[config.mk]
export PLATFORM = sky130hd
export DESIGN_NAME = serial_sequence_generator
export DESIGN_NICKNAME = d
export VERILOG_FILES = /design/src/rtl/serial_sequence_generator.sv
export SDC_FILE = /design/constraint.sdc
export NUM_CORES = 1
export LEC_CHECK = 0
export ABC_CLOCK_PERIOD_IN_PS = 3100
export CORE_ASPECT_RATIO = 0.9
export CORE_MARGIN = 3
export CORE_UTILIZATION = 55
export DETAILED_ROUTE_END_ITERATION = 16
export PLACE_DENSITY = 0.83
export RECOVER_POWER = 50
export SYNTH_ARGS = -nofsm -noshare
export SYNTH_HDL_FRONTEND = slang
export SYNTH_SLANG_ARGS = --single-unit
[constraint.sdc]
create_clock -name clock -period 3.1 [get_ports clock]
set_clock_uncertainty 0.2 [all_clocks]
set_input_delay 0.62 -clock clock [delete_from_list [all_inputs] [get_ports clock]]
set_output_delay 0.62 -clock clock [all_outputs]
set_load 0.02 [all_outputs]
[src/rtl/serial_sequence_generator.sv]
// Parallel-to-serial frame generator with valid/ready load, per-bit strobe, done pulse and frame counter.
// Define SEQ_GEN_PARITY_EN to append an even-parity bit after the data bits of every frame.
module serial_sequence_generator #(
    parameter int   WIDTH      = 8,
    parameter int   GAP_CYCLES = 2,
    parameter logic IDLE_LEVEL = 1'b0,
    parameter int   MSB_FIRST  = 1
) (
    input  logic             clock,
    input  logic             reset,
    input  logic [WIDTH-1:0] load_data,
    input  logic             load_valid,
    output logic             load_ready,
    output logic             x,
    output logic             x_valid,
    output logic             busy,
    output logic             done,
    output logic [7:0]       frame_count
);

`ifdef SEQ_GEN_PARITY_EN
    localparam int FRAME_BITS = WIDTH + 1;
`else
    localparam int FRAME_BITS = WIDTH;
`endif
    localparam int CNT_W = $clog2(FRAME_BITS);

    localparam logic [1:0] ST_IDLE  = 2'd0;
    localparam logic [1:0] ST_SHIFT = 2'd1;
    localparam logic [1:0] ST_GAP   = 2'd2;

    logic [1:0]            state_reg;
    logic [FRAME_BITS-1:0] shifter_reg;
    logic [CNT_W-1:0]      bit_cnt_reg;
    logic [3:0]            gap_cnt_reg;
    logic                  x_reg;
    logic                  x_valid_reg;
    logic                  done_reg;
    logic [7:0]            frame_count_reg;

    logic [FRAME_BITS-1:0] frame_word;
    logic                  accept;
    logic                  last_bit;

    // Reorder the word so the first bit to send always sits at the top; shifting is then always left.
    genvar gi;
    generate
        for (gi = 0; gi < WIDTH; gi++) begin : g_order
            if (MSB_FIRST != 0) begin : g_msb
                assign frame_word[FRAME_BITS-1-gi] = load_data[WIDTH-1-gi];
            end else begin : g_lsb
                assign frame_word[FRAME_BITS-1-gi] = load_data[gi];
            end
        end
    endgenerate

`ifdef SEQ_GEN_PARITY_EN
    assign frame_word[0] = ^load_data;
`endif

    assign last_bit = (state_reg == ST_SHIFT) && (bit_cnt_reg == '0);

    // With no gap the last-bit cycle also accepts, giving bubble-free streaming.
    assign load_ready = (state_reg == ST_IDLE) || ((GAP_CYCLES == 0) && last_bit);
    assign accept     = load_valid && load_ready;

    always_ff @(posedge clock or posedge reset) begin
        if (reset) begin
            state_reg       <= ST_IDLE;
            shifter_reg     <= '0;
            bit_cnt_reg     <= '0;
            gap_cnt_reg     <= '0;
            x_reg           <= IDLE_LEVEL;
            x_valid_reg     <= 1'b0;
            done_reg        <= 1'b0;
            frame_count_reg <= 8'd0;
        end else begin
            done_reg <= 1'b0;
            if (accept) begin
                state_reg   <= ST_SHIFT;
                x_reg       <= frame_word[FRAME_BITS-1];
                x_valid_reg <= 1'b1;
                shifter_reg <= {frame_word[FRAME_BITS-2:0], 1'b0};
                bit_cnt_reg <= CNT_W'(FRAME_BITS - 1);
            end else begin
                case (state_reg)
                    ST_SHIFT: begin
                        if (bit_cnt_reg != '0) begin
                            x_reg       <= shifter_reg[FRAME_BITS-1];
                            shifter_reg <= shifter_reg << 1;
                            bit_cnt_reg <= bit_cnt_reg - CNT_W'(1);
                            // Count and flag the frame as its final bit goes onto x.
                            if (bit_cnt_reg == CNT_W'(1)) begin
                                done_reg        <= 1'b1;
                                frame_count_reg <= frame_count_reg + 8'd1;
                            end
                        end else begin
                            x_reg       <= IDLE_LEVEL;
                            x_valid_reg <= 1'b0;
                            if (GAP_CYCLES > 0) begin
                                state_reg   <= ST_GAP;
                                gap_cnt_reg <= 4'(GAP_CYCLES - 1);
                            end else begin
                                state_reg <= ST_IDLE;
                            end
                        end
                    end
                    ST_GAP: begin
                        if (gap_cnt_reg == 4'd0) begin
                            state_reg <= ST_IDLE;
                        end else begin
                            gap_cnt_reg <= gap_cnt_reg - 4'd1;
                        end
                    end
                    ST_IDLE: begin
                        x_reg       <= IDLE_LEVEL;
                        x_valid_reg <= 1'b0;
                    end
                    default: begin
                        state_reg   <= ST_IDLE;
                        x_reg       <= IDLE_LEVEL;
                        x_valid_reg <= 1'b0;
                    end
                endcase
            end
        end
    end

    assign x           = x_reg;
    assign x_valid     = x_valid_reg;
    assign done        = done_reg;
    assign busy        = (state_reg != ST_IDLE);
    assign frame_count = frame_count_reg;

endmodule

## Word level (Yosys, flattened, before mapping)

Index checks and enable logic that the tools add are counted.

| word-level totals | value |
|---|---|
| register bits after elaboration | 28 |
| input bits | 11 |
| output and inout bits | 13 |
| logic and storage cells | 57 |

| operators by class | value |
|---|---|
| add/subtract/negate cells | 3 |
| equality and inequality tests | 9 |
| muxes and demuxes | 23 |
| bitwise logic cells | 1 |
| reduce and logical (&&, ||, !) cells | 13 |

Operators by type and width:

| kind | number |
|---|---|
| $mux W8 | 3 |
| $mux W3 | 3 |
| $add A8 B1 Y8 const B | 1 |
| $mux W1 | 8 |
| $mux W4 | 2 |
| $pmux W4 S2 | 1 |
| $reduce_and A4 Y1 | 2 |
| $reduce_bool A2 Y1 | 4 |
| $mux W2 | 3 |
| $ne A2 B2 Y1 const B | 3 |
| $ne A3 B3 Y1 const B | 2 |
| $pmux W2 S3 | 1 |
| $logic_not A4 Y1 | 1 |
| $pmux W1 S2 | 2 |
| $reduce_and A2 Y1 | 2 |
| $sub A4 B1 Y4 const B | 1 |
| $eq A3 B1 Y1 const B | 1 |
| $reduce_and A3 Y1 | 1 |
| $reduce_bool A3 Y1 | 1 |
| $sub A3 B1 Y3 const B | 1 |
| $eq A2 B1 Y1 const B | 1 |
| $eq A2 B2 Y1 const B | 1 |
| $logic_not A2 Y1 | 1 |
| $ne A2 B1 Y1 const B | 1 |
| other kinds (2) | 2 |

## Depth between registers and ports, before layout

Gate-level depths: netlist (run 1).

| logic depth | value |
|---|---|
| depth in word-level cells | 5 |
| gate-level depth with buffers | 7 |

## Least setup slack after synthesis (run 1)

No wires, ideal clock.

| timing path | value |
|---|---|
| kind | reg2reg |
| from | register state_reg[0] |
| to | register frame_count_reg[1], in the netlist frame_count[1] |
| data arrival time | 1,527 ps |
| required time | 2,775 ps |
| setup slack | 1,248 ps |
| stages on the path, launching flop included | 6 |
| path buffers | 0 |
| clock period less this slack | 1,852 ps |
| cell sequence | dfrtp_1 inv_1 ha_1 and2_1 nor2_2 mux2_2 |

| on the way | value |
|---|---|
| word-level cells in the longest chain between the ends | 4 |
| elaborated cells on any way between the ends | 5 |
| classes of those cells | 1 x eq/ne; 1 x bitwise; 3 x reduce/logical |

RTL lines:

| what | line | source |
|---|---|---|
| start: declaration | 32 | `logic [1:0] state_reg;` |
| start signal: assignment | 69 | `state_reg <= ST_IDLE;` |
| start signal: assignment | 80 | `state_reg <= ST_SHIFT;` |
| start signal: assignment | 101 | `state_reg <= ST_GAP;` |
| $logic_not A2 Y1 | 64 | `assign load_ready = (state_reg == ST_IDLE) \|\| ((GAP_CYCLES == 0) && last_bit);` |
| net load_ready | 13 | `output logic load_ready,` |
| $logic_and A1 B1 Y1 | 65 | `assign accept = load_valid && load_ready;` |
| $not A1 Y1 (no line) | n/a |  |
| $reduce_and A4 Y1 (no line) | n/a |  |
| end signal: assignment | 95 | `frame_count_reg <= frame_count_reg + 8'd1;` |
| end: declaration | 39 | `logic [7:0] frame_count_reg;` |

The timed path passes the listed nets, and every way through them passes these cells.
A chain may end at the register's enable or synchronous reset.

## Worst setup path in the final report (run 1)

| timing path | value |
|---|---|
| from | register state_reg[0] |
| to | output port busy |

| on the way | value |
|---|---|
| word-level cells in the longest chain between the ends | 1 |

RTL lines:

| what | line | source |
|---|---|---|
| $reduce_bool A2 Y1 | 132 | `assign busy = (state_reg != ST_IDLE);` |
| end: declaration | 16 | `output logic busy,` |

No other way between the ends.

==> results of run 1 <==
-- worst max-delay path: cells and delay by family, from the launching register on --
| family | cells | cell delay (ps) |
|---|---|---|
| adders and majority gates | 1 | 270 |
| buffers and inverters | 3 | 790 |
| DFF | 1 | 400 |
-- cells by family (layout without fill, tap and decap cells) --
group | after synthesis | in the layout | synth area share
buf+inv | 12 | 37 | 0.0354
simple gates | 50 | 50 | 0.190
mux | 1 | 1 | 0.00839
xor+xnor | 8 | 8 | 0.0522
flops | 27 | 27 | 0.503
fa+ha+maj | 9 | 9 | 0.0839
compound gates | 25 | 25 | 0.127
-- where the power goes --
group          total [W]  leakage, nW  switching, W  internal (W)
logic           0.000639        0.388      0.000367      0.000272
clock network   0.000155       0.0177      0.000107     0.0000485
registers       0.000558        0.337     0.0000888      0.000469
total            0.00135        0.743      0.000563      0.000790
-- worst max-delay path by stage --
| stage | from | endpoint | cells past startpoint |
|---|---|---|---|
| 6_report | state_reg[0] | busy | 4 |
| 5_1_grt | state_reg[0] | load_ready | 3 |
| 4_1_cts | state_reg[0] | load_ready | 3 |
| 3_5_place_dp | state_reg[0] | load_ready | 3 |
| 3_3_place_gp | state_reg[0] | load_ready | 3 |
| 2_1_floorplan | state_reg[0] | frame_count[1] | 5 |
-- per-layer routing --
| metal | up-vias | routed length (um) | global-route usage | part of all wire |
|---|---|---|---|---|
| li1 | 508 | - | - | - |
| met1 | 518 | 1160 | 0.247 | 0.42 |
| met2 | 23 | 1420 | 0.365 | 0.52 |
| met3 | 5 | 135 | 0.0585 | 0.049 |
| met4 | 0 | 40 | 0.0888 | 0.015 |
| met5 | - | 0 | 0 | 0 |
-- stage by stage --
stage	instances	hold WS (ps)
final	184	300
after global routing	184	334
after CTS	184	309
after detailed placement	180	289
after global placement	180	262
after floorplan	132	266
-- area by class of cell --
| type | instances | share of cell area |
|---|---|---|
| clock buffers | 3 | 0.0140 |
| well taps | 27 | 0.0210 |
| clock inverters | 1 | 0.00311 |
| repair buffers | 24 | 0.145 |
| inverters | 9 | 0.0210 |
| flip-flops and latches | 27 | 0.420 |
| multi-input cells | 93 | 0.376 |
-- layout by cell type (no fill, tap or decap) --
cell,n
sky130_fd_sc_hd__a221oi_1,1
sky130_fd_sc_hd__nand3_1,3
sky130_fd_sc_hd__clkinv_2,1
sky130_fd_sc_hd__mux2_2,1
sky130_fd_sc_hd__o21ai_0,7
sky130_fd_sc_hd__a22o_1,1
sky130_fd_sc_hd__nand2_1,23
sky130_fd_sc_hd__xor2_1,2
sky130_fd_sc_hd__xnor2_1,6
sky130_fd_sc_hd__nand4bb_1,1
sky130_fd_sc_hd__and4_1,2
sky130_fd_sc_hd__clkdlybuf4s50_1,22
sky130_fd_sc_hd__dlygate4sd3_1,1
sky130_fd_sc_hd__and2_0,1
sky130_fd_sc_hd__ha_1,9
sky130_fd_sc_hd__a32o_1,2
sky130_fd_sc_hd__nor3_1,2
sky130_fd_sc_hd__and3_1,3
sky130_fd_sc_hd__clkbuf_4,3
sky130_fd_sc_hd__clkbuf_1,1
sky130_fd_sc_hd__nor2b_1,1
sky130_fd_sc_hd__a21oi_1,1
sky130_fd_sc_hd__a31oi_1,10
sky130_fd_sc_hd__or3b_4,1
sky130_fd_sc_hd__nor2_1,7
sky130_fd_sc_hd__nand3b_1,1
sky130_fd_sc_hd__nand2b_1,2
sky130_fd_sc_hd__nand4_1,1
sky130_fd_sc_hd__dfrtp_1,27
sky130_fd_sc_hd__o31ai_1,1
sky130_fd_sc_hd__and2_1,1
sky130_fd_sc_hd__or3_1,1
sky130_fd_sc_hd__inv_1,9
sky130_fd_sc_hd__o211ai_1,1
sky130_fd_sc_hd__a31o_2,1
==> flow_summary.html, run 1 <==
<table>
<tr><th>Metric</th><th>Value</th></tr>
<tr><th colspan="2">Floorplan</th></tr>
<tr><td>Area inside the core boundary</td><td>2240 sq um</td></tr>
<tr><td>Vertical die dimension</td><td>52.9 um</td></tr>
<tr><td>I/O pins</td><td>24</td></tr>
<tr><td>Die Width</td><td>58.1 um</td></tr>
<tr><td>Die area</td><td>3070 sq um</td></tr>
<tr><td>Starting Density</td><td>0.599</td></tr>
<tr><td>Cell Rows</td><td>16</td></tr>
<tr><th colspan="2">Finish</th></tr>
<tr><td>Share of post-route cells with drive strength above 1</td><td>0.0446</td></tr>
<tr><td>Number of inserted filler cells in the final layout</td><td>188</td></tr>
<tr><td>Final instance area</td><td>1610 sq um</td></tr>
<tr><td>Area growth from synthesis to layout</td><td>19.9%</td></tr>
<tr><td>Number of flip-flops under the largest register name</td><td>8</td></tr>
<tr><td>Final-stage net count</td><td>178</td></tr>
<tr><td>Ant. Diodes</td><td>0</td></tr>
<tr><td>Area occupied by multi-input gates</td><td>606 sq um</td></tr>
<tr><td>Footprint of the flip-flops and latches</td><td>676 sq um</td></tr>
<tr><td>Finished Core Util</td><td>0.718</td></tr>
<tr><th colspan="2">Power and ir drop</th></tr>
<tr><td>Overall power of the completed layout</td><td>0.00135 W</td></tr>
<tr><td>Areal power density over the cells</td><td>840 nW/um^2</td></tr>
<tr><td>LEAKAGE</td><td>0.743 nW</td></tr>
<tr><td>Max IR drop VDD</td><td>575 uV</td></tr>
<tr><th colspan="2">Synth</th></tr>
<tr><td>Share of synthesized area occupied by flip-flops and latches</td><td>0.503</td></tr>
<tr><td>Post-synthesis net count</td><td>152</td></tr>
<tr><td>Synthesis Warnings</td><td>0</td></tr>
<tr><td>Portion of synthesized cell area occupied by the leading cell type</td><td>0.503</td></tr>
<tr><td>Predominant post-synthesis flop cell</td><td>sky130_fd_sc_hd__dfrtp_1</td></tr>
<tr><td>Post-synthesis area per instance</td><td>10.2 sq um</td></tr>
<tr><td>Synthesized flop and latch total</td><td>27</td></tr>
<tr><td>Post-synthesis async set-or-reset flop share</td><td>1.00</td></tr>
<tr><td>Number of flops mapped to enable cells by yosys</td><td>0</td></tr>
<tr><td>Leading cell types by total area after synthesis</td><td>sky130_fd_sc_hd__dfrtp_1 (50%), sky130_fd_sc_hd__ha_1 (8.4%), sky130_fd_sc_hd__nand2_1 (6.4%), sky130_fd_sc_hd__a31oi_1 (4.7%), sky130_fd_sc_hd__xnor2_1 (3.9%)</td></tr>
<tr><td>Most instantiated cells after synthesis</td><td>sky130_fd_sc_hd__dfrtp_1 (27), sky130_fd_sc_hd__nand2_1 (23), sky130_fd_sc_hd__a31oi_1 (10)</td></tr>
<tr><td>Post-Syn Instances</td><td>132</td></tr>
<tr><td>Post-synthesis instance area</td><td>1340 sq um</td></tr>
<tr><td>Most numerous cell in the Yosys netlist</td><td>sky130_fd_sc_hd__dfrtp_1</td></tr>
<tr><td>Unique cell type count in the Yosys netlist</td><td>33</td></tr>
<tr><td>Cell type with the largest total area after synthesis</td><td>sky130_fd_sc_hd__dfrtp_1</td></tr>
<tr><th colspan="2">Worst setup path</th></tr>
<tr><td>Classification of the worst setup path</td><td>flip-flop to primary output</td></tr>
<tr><td>Data required, critical path</td><td>2280 ps</td></tr>
<tr><td>Worst setup slack for register-to-register paths</td><td>1050 ps</td></tr>
<tr><td>Dominant cell type by count on the critical path</td><td>sky130_fd_sc_hd__inv_1</td></tr>
<tr><td>Endpoint of the most critical register-to-register path</td><td>gap_cnt_reg[2]</td></tr>
<tr><td>Critical-path cell with the highest stage delay</td><td>sky130_fd_sc_hd__clkdlybuf4s50_1</td></tr>
<tr><td>Top fanout value on the critical path</td><td>6</td></tr>
<tr><td>CP cell instances</td><td>inv_1 &gt; ha_1 &gt; inv_1 &gt; clkdlybuf4s50_1</td></tr>
<tr><td>Kind of end point of the critical path</td><td>primary output</td></tr>
<tr><td>Worst R2R Start</td><td>state_reg[1]</td></tr>
<tr><td>Longest individual stage delay on the worst path</td><td>600 ps</td></tr>
<tr><td>R2R depth</td><td>5</td></tr>
<tr><td>Data arrival at the endpoint of the critical path</td><td>1800 ps</td></tr>
<tr><td>Crit path launch type</td><td>flip-flop</td></tr>
<tr><th colspan="2">STA</th></tr>
<tr><td>Final Hold Violating Endpoints</td><td>0</td></tr>
<tr><td>Setup total negative slack</td><td>0 ps</td></tr>
<tr><td>Count of final setup violators</td><td>0</td></tr>
<tr><td>Tcrit/Tclk final</td><td>0.845</td></tr>
<tr><td>Highest clock frequency the design can meet</td><td>0.382 GHz</td></tr>
<tr><td>Slew headroom</td><td>0.0348</td></tr>
<tr><td>Setup repair after global routing missed its margin</td><td>false</td></tr>
<tr><td>Slew Limit Fails</td><td>0</td></tr>
<tr><td>Final period demand of the worst path</td><td>2620 ps</td></tr>
<tr><td>Worst Tran Pin Value</td><td>1450 ps</td></tr>
<tr><td>Final worst setup slack</td><td>482 ps</td></tr>
<tr><th colspan="2">GRT</th></tr>
<tr><td>Maximum number of pins on one net before global-route repair</td><td>28</td></tr>
<tr><td>Global-route wire length before repair</td><td>4.78 mm</td></tr>
<tr><td>Leftover overflow at the end of global routing</td><td>0</td></tr>
<tr><td>Via count of the first global-routing pass</td><td>1031</td></tr>
<tr><td>Number of antenna violations at the first check in global routing</td><td>0</td></tr>
<tr><td>Total GRT Usage</td><td>0.211</td></tr>
<tr><th colspan="2">Drt</th></tr>
<tr><td>Overall via count from detail_route</td><td>1054</td></tr>
<tr><td>WL per Instance</td><td>15.0 um</td></tr>
<tr><td>Drt via density</td><td>5.73</td></tr>
<tr><td>Detailed Route WL</td><td>2.76 mm</td></tr>
<tr><td>Number of optimization iterations in the first detailed-route pass</td><td>4</td></tr>
<tr><td>Number of nets with antenna violations after detailed routing</td><td>0</td></tr>
<tr><td>DRC Markers</td><td>0</td></tr>
<tr><td>Drt first-iter violations</td><td>33</td></tr>
<tr><th colspan="2">Min path</th></tr>
<tr><td>Hold Startpoint</td><td>frame_count[7]</td></tr>
<tr><td>Hold path depth</td><td>1</td></tr>
<tr><td>Class of the most critical hold timing path</td><td>flip-flop to flip-flop</td></tr>
<tr><td>Hold endpoint</td><td>frame_count[7]</td></tr>
<tr><th colspan="2">Clocking</th></tr>
<tr><td>Post-CTS Hold Buffers</td><td>0</td></tr>
<tr><td>Clock buffer depth</td><td>2</td></tr>
<tr><td>Buffer type at the clock tree root</td><td>sky130_fd_sc_hd__clkbuf_4</td></tr>
<tr><td>Buffer count from post-CTS setup fixing</td><td>0</td></tr>
<tr><td>Clock insertion delay at the later pin of the skew report</td><td>340 ps</td></tr>
<tr><td>Count of instances resized after the clock tree is built</td><td>0</td></tr>
<tr><td>Deepest level of the CTS H-tree</td><td>1</td></tr>
<tr><td>Clock tree from TritonCTS</td><td>built</td></tr>
<tr><td>Total clock sinks</td><td>27</td></tr>
<tr><td>Number of CTS-inserted buffers</td><td>3</td></tr>
<tr><td>Clock transition at the registers of the reported paths</td><td>150 ps</td></tr>
<tr><th colspan="2">Placed design</th></tr>
<tr><td>Total placed instance area</td><td>1600 sq um</td></tr>
<tr><td>Gp weighted congestion</td><td>0.747</td></tr>
<tr><td>Total of buffers placed on input and output ports</td><td>23</td></tr>
<tr><td>Post-detail-place hpwl</td><td>2.05 mm</td></tr>
<tr><td>DP Worst Slack</td><td>842 ps</td></tr>
<tr><th colspan="2">Flow run</th></tr>
<tr><td>Max cap viols</td><td>0</td></tr>
<tr><th colspan="2">Run status</th></tr>
<tr><td>Result of the run</td><td>finished, final reports clean</td></tr>
</table>
Power figures use the tool's default switching activity.
==> inputs of run 2 (changes only) <==
--- a/config.mk
+++ b/config.mk
@@ -5,12 +5,12 @@
 export SDC_FILE = /design/constraint.sdc
 export NUM_CORES = 1
 export LEC_CHECK = 0
-export ABC_CLOCK_PERIOD_IN_PS = 3100
+export ABC_CLOCK_PERIOD_IN_PS = 2660
 export CORE_ASPECT_RATIO = 0.9
 export CORE_MARGIN = 3
-export CORE_UTILIZATION = 55
+export CORE_UTILIZATION = 51
 export DETAILED_ROUTE_END_ITERATION = 16
-export PLACE_DENSITY = 0.83
+export PLACE_DENSITY = 0.78
 export RECOVER_POWER = 50
 export SYNTH_ARGS = -nofsm -noshare
 export SYNTH_HDL_FRONTEND = slang
==> constraint.sdc (replaced) <==
create_clock -name clock -period 2.66 [get_ports clock]
set_clock_uncertainty 0.2 [all_clocks]
set_input_delay 0.532 -clock clock [delete_from_list [all_inputs] [get_ports clock]]
set_output_delay 0.532 -clock clock [all_outputs]
set_load 0.02 [all_outputs]
==> flow_summary.html, run 2 (synthesis gave the netlist of run 1 again) <==
<table>
<tr><th>Metric</th><th>Value</th></tr>
<tr><th colspan="2">Clocking</th></tr>
<tr><td>Number of CTS-inserted buffers</td><td>3 (unchanged)</td></tr>
<tr><td>Total clock sinks</td><td>27 (unchanged)</td></tr>
<tr><td>Deepest level of the CTS H-tree</td><td>1 (unchanged)</td></tr>
<tr><td>Post-CTS Hold Buffers</td><td>0 (unchanged)</td></tr>
<tr><td>Buffer type at the clock tree root</td><td>sky130_fd_sc_hd__clkbuf_4 (unchanged)</td></tr>
<tr><td>Clock insertion delay at the later pin of the skew report</td><td>320 ps (was 340 ps)</td></tr>
<tr><td>Clock tree from TritonCTS</td><td>built (unchanged)</td></tr>
<tr><td>Clock buffer depth</td><td>2 (unchanged)</td></tr>
<tr><td>Buffer count from post-CTS setup fixing</td><td>0 (unchanged)</td></tr>
<tr><td>Count of instances resized after the clock tree is built</td><td>0 (unchanged)</td></tr>
<tr><td>Clock transition at the registers of the reported paths</td><td>140 ps (was 150 ps)</td></tr>
<tr><th colspan="2">Worst setup path</th></tr>
<tr><td>Critical-path cell with the highest stage delay</td><td>sky130_fd_sc_hd__clkdlybuf4s50_1 (unchanged)</td></tr>
<tr><td>Longest individual stage delay on the worst path</td><td>590 ps (was 600 ps)</td></tr>
<tr><td>Crit path launch type</td><td>flip-flop (unchanged)</td></tr>
<tr><td>Top fanout value on the critical path</td><td>6 (unchanged)</td></tr>
<tr><td>Data required, critical path</td><td>1930 ps (was 2280 ps)</td></tr>
<tr><td>Data arrival at the endpoint of the critical path</td><td>1730 ps (was 1800 ps)</td></tr>
<tr><td>Dominant cell type by count on the critical path</td><td>sky130_fd_sc_hd__inv_1 (unchanged)</td></tr>
<tr><td>Kind of end point of the critical path</td><td>primary output (unchanged)</td></tr>
<tr><td>Classification of the worst setup path</td><td>flip-flop to primary output (unchanged)</td></tr>
<tr><td>CP cell instances</td><td>inv_1 &gt; ha_1 &gt; inv_1 &gt; clkdlybuf4s50_1 (unchanged)</td></tr>
<tr><th colspan="2">Placed design</th></tr>
<tr><td>Post-detail-place hpwl</td><td>1.96 mm (was 2.05 mm)</td></tr>
<tr><td>Gp weighted congestion</td><td>0.773 (was 0.747)</td></tr>
<tr><td>Cell Count Post-Placement</td><td>180 (unchanged)</td></tr>
<tr><td>Total of buffers placed on input and output ports</td><td>23 (unchanged)</td></tr>
<tr><th colspan="2">Finish</th></tr>
<tr><td>Area growth from synthesis to layout</td><td>20.9% (was 19.9%)</td></tr>
<tr><td>Most common cell after layout, fill and taps aside</td><td>sky130_fd_sc_hd__dfrtp_1 (unchanged)</td></tr>
<tr><td>Number of inserted filler cells in the final layout</td><td>181 (was 188)</td></tr>
<tr><td>Share of post-route cells with drive strength above 1</td><td>0.0510 (was 0.0446)</td></tr>
<tr><td>Ant. Diodes</td><td>0 (unchanged)</td></tr>
<tr><td>Commonest cells after routing, fill and taps aside</td><td>sky130_fd_sc_hd__dfrtp_1 (27), sky130_fd_sc_hd__nand2_1 (23), sky130_fd_sc_hd__clkdlybuf4s50_1 (21), sky130_fd_sc_hd__a31oi_1 (10) (was sky130_fd_sc_hd__dfrtp_1 (27), sky130_fd_sc_hd__nand2_1 (23), sky130_fd_sc_hd__clkdlybuf4s50_1 (22), sky130_fd_sc_hd__a31oi_1 (10))</td></tr>
<tr><td>Number of flip-flops under the largest register name</td><td>8 (unchanged)</td></tr>
<tr><td>Final-stage net count</td><td>178 (unchanged)</td></tr>
<tr><td>Final cell count without fillers</td><td>184 (unchanged)</td></tr>
<tr><th colspan="2">Floorplan</th></tr>
<tr><td>Die Width</td><td>60.1 um (was 58.1 um)</td></tr>
<tr><td>I/O pins</td><td>24 (unchanged)</td></tr>
<tr><td>Starting Density</td><td>0.573 (was 0.599)</td></tr>
<tr><td>Vertical die dimension</td><td>54.7 um (was 52.9 um)</td></tr>
<tr><td>Die area</td><td>3280 sq um (was 3070 sq um)</td></tr>
<tr><td>Area inside the core boundary</td><td>2340 sq um (was 2240 sq um)</td></tr>
<tr><td>Cell Rows</td><td>16 (unchanged)</td></tr>
<tr><th colspan="2">Drt</th></tr>
<tr><td>Detailed Route WL</td><td>2.67 mm (was 2.76 mm)</td></tr>
<tr><td>Number of optimization iterations in the first detailed-route pass</td><td>4 (unchanged)</td></tr>
<tr><td>Drt via density</td><td>5.71 (was 5.73)</td></tr>
<tr><td>DRC Markers</td><td>0 (unchanged)</td></tr>
<tr><td>Drt first-iter violations</td><td>45 (was 33)</td></tr>
<tr><td>Overall via count from detail_route</td><td>1050 (was 1054)</td></tr>
<tr><td>Number of nets with antenna violations after detailed routing</td><td>0 (unchanged)</td></tr>
<tr><td>WL per Instance</td><td>14.5 um (was 15.0 um)</td></tr>
<tr><th colspan="2">GRT</th></tr>
<tr><td>Global-route wire length before repair</td><td>4.85 mm (was 4.78 mm)</td></tr>
<tr><td>Number of antenna violations at the first check in global routing</td><td>0 (unchanged)</td></tr>
<tr><td>Via count of the first global-routing pass</td><td>1078 (was 1031)</td></tr>
<tr><td>Leftover overflow at the end of global routing</td><td>0 (unchanged)</td></tr>
<tr><td>Total GRT Usage</td><td>0.196 (was 0.211)</td></tr>
<tr><td>Maximum number of pins on one net before global-route repair</td><td>28 (unchanged)</td></tr>
<tr><th colspan="2">STA</th></tr>
<tr><td>Setup total negative slack</td><td>0 ps (unchanged)</td></tr>
<tr><td>Tcrit/Tclk final</td><td>0.925</td></tr>
<tr><td>Final period demand of the worst path</td><td>2460 ps</td></tr>
<tr><td>Count of final setup violators</td><td>0 (unchanged)</td></tr>
<tr><td>Slew headroom</td><td>0.0600 (was 0.0348)</td></tr>
<tr><td>Setup repair after global routing missed its margin</td><td>false (unchanged)</td></tr>
<tr><td>Worst Tran Pin Value</td><td>1410 ps (was 1450 ps)</td></tr>
<tr><td>Highest clock frequency the design can meet</td><td>0.406 GHz</td></tr>
<tr><td>Slew Limit Fails</td><td>0 (unchanged)</td></tr>
<tr><td>Final Hold Violating Endpoints</td><td>0 (unchanged)</td></tr>
<tr><th colspan="2">Power and ir drop</th></tr>
<tr><td>Areal power density over the cells</td><td>970 nW/um^2 (was 840 nW/um^2)</td></tr>
<tr><td>LEAKAGE</td><td>0.752 nW (was 0.743 nW)</td></tr>
<tr><td>Max IR drop VDD</td><td>751 uV (was 575 uV)</td></tr>
<tr><th colspan="2">Run status</th></tr>
<tr><td>Result of the run</td><td>finished, final reports clean (unchanged)</td></tr>
<tr><th colspan="2">Flow run</th></tr>
<tr><td>Max cap viols</td><td>0 (unchanged)</td></tr>
<tr><th colspan="2">Min path</th></tr>
<tr><td>Class of the most critical hold timing path</td><td>flip-flop to flip-flop (unchanged)</td></tr>
</table>
## run 2: cell types whose count changed in the layout (fill, tap and decap cells not counted), sizes merged
cell / change
dlymetal6s2s: +1
clkinv: -1
clkdlybuf4s50: -1
clkbuf: +1
## run 2: layer usage
layer	vias up	track usage	share of wire
li1	507	-	-
met1	511	0.253	0.45
met2	28	0.345	0.49
met3	4	0.0425	0.046
met4	0	0.0258	0.0064
met5	-	0	0
## run 2: per-stage QoR
stage                     worst slack, ps  total power [W]  cell area (sq um)   util  hold WS [ps]
after floorplan                       808          0.00118               1340      -           266
after global placement                572          0.00137               1600  0.683           261
after detailed placement              515          0.00141               1600  0.683           278
after CTS                             133          0.00159               1630  0.694           300
after global routing                 64.6          0.00172               1620  0.693           333
final                                 199          0.00157               1620  0.693           294
## run 2: area by class of cell
type | count | area [sq um] | area share
Multi-Input combinational cell | 93 | 617 | 0.380
Inverter | 9 | 33.8 | 0.0208
Clock buffer | 4 | 26.3 | 0.0162
Sequential cell | 27 | 676 | 0.416
Timing Repair Buffer | 24 | 236 | 0.146
Tap cell | 27 | 33.8 | 0.0208
## run 2: worst max-delay path, delay by kind of cell, from the launching register on
family | cells | cell delay (ps)
DFF | 1 | 410
adders and majority gates | 1 | 260
buffers and inverters | 3 | 750
## run 2: final timing paths
kind / from / to / slack (ps) / cells past startpoint
min in group asynchronous: reset / frame_count[6] / 900 / 3
hold / removal: frame_count[7] / frame_count[7] / 290 / 1
max in group asynchronous: reset / state_reg[1] / 540 / 3
hold reg to reg: frame_count[7] / frame_count[7] / 290 / 1
setup reg to reg: state_reg[1] / frame_count[1] / 590 / 5
setup / recovery: state_reg[1] / busy / 200 / 4
## run 2: power by group
part           switching, W  total (W)  leakage (nW)  internal (W)
sequential        0.0000995   0.000646         0.337      0.000547
clock              0.000114   0.000172        0.0150     0.0000586
combinational      0.000436   0.000756         0.399      0.000320
total              0.000649    0.00157         0.752      0.000925
==> inputs of run 3 (changes only) <==
--- a/config.mk
+++ b/config.mk
@@ -9,6 +9,7 @@
 export CORE_ASPECT_RATIO = 0.9
 export CORE_MARGIN = 3
 export CORE_UTILIZATION = 51
+export CTS_CLUSTER_DIAMETER = 150
 export DETAILED_ROUTE_END_ITERATION = 16
 export PLACE_DENSITY = 0.78
 export RECOVER_POWER = 50
==> results of run 3 <==
Same layout as run 2: the final DEF is identical, and so are final timing and power.
